===== src/rtl/rotary_enc.sv =====
// rotary_enc: debounced quadrature encoder step counter with a read-and-clear snapshot interface.
// Ports:
//   aclk        - system clock, rising edge
//   reset       - asynchronous, active-high reset
//   ck, dt      - encoder channels A/B, asynchronous, idle high
//   read_enable - level request to fetch and clear the accumulated steps
//   out         - signed net detent count since the previous read
//   out_valid   - high while out answers the current read_enable
module rotary_enc #(
  parameter int DEBOUNCE_CYCLES = 100000,
  parameter int COUNT_WIDTH = 8
) (
  input  logic                   aclk,
  input  logic                   reset,
  input  logic                   ck,
  input  logic                   dt,
  input  logic                   read_enable,
  output logic [COUNT_WIDTH-1:0] out,
  output logic                   out_valid
);
  localparam int CW = DEBOUNCE_CYCLES > 1 ? $clog2(DEBOUNCE_CYCLES) : 1;
  localparam logic [CW-1:0] CNT_MAX = CW'(DEBOUNCE_CYCLES - 1);
  localparam logic [COUNT_WIDTH-1:0] ACC_MAX = {1'b0, {(COUNT_WIDTH-1){1'b1}}};
  localparam logic [COUNT_WIDTH-1:0] ACC_MIN = {1'b1, {(COUNT_WIDTH-1){1'b0}}};
  localparam logic [COUNT_WIDTH-1:0] ONE = COUNT_WIDTH'(1);
  typedef enum logic {IDLE, HOLD} state_t;
  // bit 0 carries ck, bit 1 carries dt
  logic [1:0] r_s1, r_s2, r_db;
  logic [CW-1:0] r_cnt [2];
  logic r_ck_db_d;
  logic [COUNT_WIDTH-1:0] r_acc, w_acc_next;
  state_t r_state, w_state_next;
  logic w_snap, w_step, w_inc, w_dec;
  always_ff @(posedge aclk or posedge reset) begin
    if (reset) begin
      r_s1 <= '1;
      r_s2 <= '1;
      r_db <= '1;
      r_cnt <= '{default: '0};
    end else begin
      r_s1 <= {dt, ck};
      r_s2 <= r_s1;
      for (int i = 0; i < 2; i++) begin
        if (r_s2[i] == r_db[i]) r_cnt[i] <= '0;
        else if (r_cnt[i] == CNT_MAX) begin
          r_db[i] <= r_s2[i];
          r_cnt[i] <= '0;
        end else r_cnt[i] <= r_cnt[i] + 1'b1;
      end
    end
  end
  // a step is the cycle after debounced ck falls; direction from debounced dt
  always_comb begin
    w_step = r_ck_db_d & ~r_db[0];
    w_inc = w_step & r_db[1];
    w_dec = w_step & ~r_db[1];
  end
  always_comb begin
    w_snap = (r_state == IDLE) && read_enable;
    w_state_next = w_snap ? HOLD : (r_state == HOLD && !read_enable) ? IDLE : r_state;
  end
  // a step landing on the snapshot cycle seeds the cleared accumulator instead of being lost
  always_comb begin
    w_acc_next = w_snap ? (w_inc ? ONE : w_dec ? '1 : '0)
      : (w_inc && r_acc != ACC_MAX) ? r_acc + ONE
      : (w_dec && r_acc != ACC_MIN) ? r_acc - ONE
      : r_acc;
  end
  always_ff @(posedge aclk or posedge reset) begin
    if (reset) r_state <= IDLE;
    else r_state <= w_state_next;
  end
  always_ff @(posedge aclk or posedge reset) begin
    if (reset) begin
      r_ck_db_d <= 1'b1;
      r_acc <= '0;
      out <= '0;
    end else begin
      r_ck_db_d <= r_db[0];
      r_acc <= w_acc_next;
      if (w_snap) out <= r_acc;
    end
  end
  always_comb out_valid = (r_state == HOLD);
endmodule


===== config.mk =====
export PLATFORM = sky130hd
export DESIGN_NAME = rotary_enc
export DESIGN_NICKNAME = d
export VERILOG_FILES = /design/src/rtl/rotary_enc.sv
export SDC_FILE = /design/constraint.sdc
export NUM_CORES = 1
export LEC_CHECK = 0
export ABC_AREA = 0
export BUFFER_PORTS_ARGS = -buffer_cell sky130_fd_sc_hd__buf_4
export CAP_MARGIN = 20
export CELL_PAD_IN_SITES_DETAIL_PLACEMENT = 1
export CELL_PAD_IN_SITES_GLOBAL_PLACEMENT = 1
export CORE_ASPECT_RATIO = 0.75
export CORE_MARGIN = 2
export CORE_UTILIZATION = 26
export CTS_CLUSTER_SIZE = 28
export DETAILED_ROUTE_END_ITERATION = 16
export GPL_ROUTABILITY_DRIVEN = 0
export MAX_ROUTING_LAYER = met4
export PLACE_DENSITY = 0.46
export SLEW_MARGIN = 20
export SYNTH_ARGS = -nofsm -noshare
export SYNTH_HDL_FRONTEND = slang
export SYNTH_SLANG_ARGS = --single-unit

===== constraint.sdc =====
create_clock -name aclk -period 6.17 [get_ports aclk]
set_input_delay 0.3085 -clock aclk [delete_from_list [all_inputs] [get_ports aclk]]
set_output_delay 0.3085 -clock aclk [all_outputs]
set_load 0.01 [all_outputs]

==> run metrics <==
status=finished clean; Setup TNS=0 ns; Sw Ratio=30.3%; Layout area overhead=19.8%; Setup crit end=r_acc[7]$_DFFE_PP0P_; startpoint types=register; Chip Width=125 µm; Worst setup EP type=register; number of synthesized flops with an enable pin=0; FMAX=0.353 GHz; leak pwr=0.00146 µW; DIE HEIGHT=95.1 µm; Max Cap Violations=0; # clock sinks=58; top_reg_cell synth=dfrtp_1; share of cells above drive strength 1=17.9%; PortBufs=13; Post-CTS Hold Buffers=0; worst endpoint required time=6.35 ns; vias in the first global route=2,095; Multi-input gate area=0.00136 mm²; final worst path period share=45.9%; Layout Skew=0.00524 ns; worst-path fanout max=12; design area=0.00344 mm²; CP cell instances=inv_1 -> nand4_1 -> o211ai_4 -> ha_1 -> a21o_1 -> a21o_1 -> a221oi_4 -> nor2_1 -> a211oi_1 -> o221ai_1; final WL=6220 µm; clock-pin slew on the worst setup and hold paths=0.05 ns; Switch Pwr=432 µW; total CTS buffers=9; Post-DP Area=0.00312 mm²; Final #Nets=302; global route overflow=0; RSZ-0062 raised after global routing=false; Yosys cell types=39; largest net degree at the start of global routing=59; CTS Root Cell=clkbuf_16; # diodes=0; Seq/Total Area, Yosys=50.8%; RR Startpoint=r_acc[7]$_DFFE_PP0P_; largest area contributor in the netlist=dfrtp_1; Slew headroom=44.2%; #FFs+latches synth=58; Fin. Hold Viols=0; critical path startpoint=r_acc[7]$_DFFE_PP0P_; synth warn=0; endpoints failing setup=0; most frequent cells in the layout=dfrtp_1 (51), nor2_1 (49), xor2_1 (26), nand3_1 (18), buf_4 (14); initial antenna violation count=0; CTS tree=built; CP arrival=3.01 ns; Clock power frac=37.8%; VDD IR max=0.000171 V; minimum clock period=2.83 ns; Post-DRT Antenna Nets=0; WP buf/inv=1; DRC=0; Core Rows=33; top area cells in the synthesized netlist=dfrtp_1 (44%), xor2_1 (7.9%), dfstp_2 (6.4%); die area=0.0119 mm²; average wire per standard cell=14.4 µm; Post-CTS Setup Bufs=0; P_int=995 µW; Synth Net Count=284; PD cells=414 mW/mm²; CP top delay family=compound AO/OA/AOI/OAI gates; Core Area=0.0109 mm²; share of Yosys cell area claimed by the top area cell type=44.4%; CP peak stage delay=0.43 ns; Final Util=31.7%; mapped cell area=0.00287 mm²; syn_area_per_cell=10.7 µm²; final max-slew violation count=0; worst reg2reg path depth=10; ys async rst share=100%; Post-Synthesis Cells=268; reg-to-reg slack, setup=3.34 ns; FF/Latch Area=0.00146 mm²; DR pass1 iterations=6; Starting Density=26.5%; Hold Path Class=in2reg; CP most frequent cell=a21o_1; Vias per Instance=4.56; most common cell after layout, fill and taps aside=dfrtp_1; total track usage=12.4%; Setup CP Type=reg2reg; DR vias=1,967; H-tree Lvls=3; Top Ports=14; initial DRC count=83; Fill cells=1,221; r2r endpoint=r_acc[7]$_DFFE_PP0P_; final hold slack=0.0871 ns; Comb pwr share=26.3%; CTS max path bufs=2; worst skew pair latency=0.33 ns; Worst path slowest cell=o211ai_4; hpwl dp=4170 µm; worst-margin pin slew=0.837 ns; Levels on crit path=10; CTS resizes=0; first-pass GRT wire length=11,000 µm; Reg power frac=35.9%
-- cell usage after synthesis, drive strengths merged (2+ instances only) --
| library cell | count |
|---|---|
| nor4b | 2 |
| buf | 4 |
| nand2b | 2 |
| a211oi | 3 |
| xor2 | 26 |
| dfstp | 7 |
| nor3 | 2 |
| dfrtp | 51 |
| o211ai | 5 |
| a21oi | 6 |
| o21a | 4 |
| a21o | 5 |
| and3 | 5 |
| clkbuf | 3 |
| mux2 | 11 |
| nor4 | 2 |
| inv | 5 |
| xnor2 | 11 |
| nand3 | 18 |
| nand4 | 7 |
| nor2b | 3 |
| nor2 | 49 |
| a31oi | 2 |
| nand2 | 12 |
| and4 | 4 |
| ha | 10 |
-- per-stage QoR --
step                      power [µW]  instances  worst slack, ns
after global routing            1530        431             3.12
after floorplan                  776        268             3.64
after detailed placement         899        415             3.33
after global placement           898        415             3.40
final                           1430        431             3.34
after CTS                       1460        431             3.32
-- how the worst min path moves through the flow --
stage / slack [ns] / from / cells past startpoint / to
finish: 0.09 / dt / 1 / r_s1[1]$_DFF_PP1_
global route: 0.06 / ck / 1 / r_s1[0]$_DFF_PP1_
CTS: 0.07 / ck / 1 / r_s1[0]$_DFF_PP1_
detailed placement: 0.35 / r_s1[1]$_DFF_PP1_ / 0 / r_s2[1]$_DFF_PP1_
global placement: 0.35 / r_s1[1]$_DFF_PP1_ / 0 / r_s2[1]$_DFF_PP1_
floorplan: 0.31 / ck / 0 / r_s1[0]$_DFF_PP1_
-- cell type report --
type,instances,share of cell area (%)
Sequential cell,58,42.4
Multi-Input combinational cell,198,39.6
Clock buffer,10,6.94
Tap cell,140,5.09
Timing Repair Buffer,14,3.05
Clock inverter,6,2.33
Inverter,5,0.545
-- registers in the layout (all words and copies together) (netlist names) --
signal,cells
r_s2,2
r_acc,8
r_s1,2
out,8
out_valid,1
r_cnt,34
r_ck_db_d,1
r_db,2
-- per-layer routing --
layer | track usage, % | vias up | routed length, µm
met5 | - | - | 0
met4 | 4.72 | 0 | 48
met3 | 4.55 | 5 | 228
met2 | 16.3 | 22 | 2480
met1 | 17.4 | 972 | 3460
li1 | - | 968 | -
-- power groups by stage --
stage | logic (µW) | registers, µW | clock network (µW)
after global placement | 380 | 518 | 0
after global routing | 422 | 526 | 578
final | 375 | 512 | 540
after detailed placement | 380 | 519 | 0
after CTS | 382 | 513 | 561
after floorplan | 263 | 513 | 0
-- kinds of logic (layout without fill, tap and decap cells) --
family | Yosys count | count (layout) | share of synthesized area, %
AO/OA/AOI/OAI | 30 | 30 | 8.53
XOR/XNOR | 37 | 37 | 11.3
adder cells (fa/ha/maj) | 11 | 11 | 5.05
buffers and inverters | 12 | 35 | 1.74
flip-flops | 58 | 58 | 50.8
multiplexers | 11 | 11 | 4.31
AND/OR/NAND/NOR | 109 | 109 | 18.3
(Power assumes the default switching activity.)
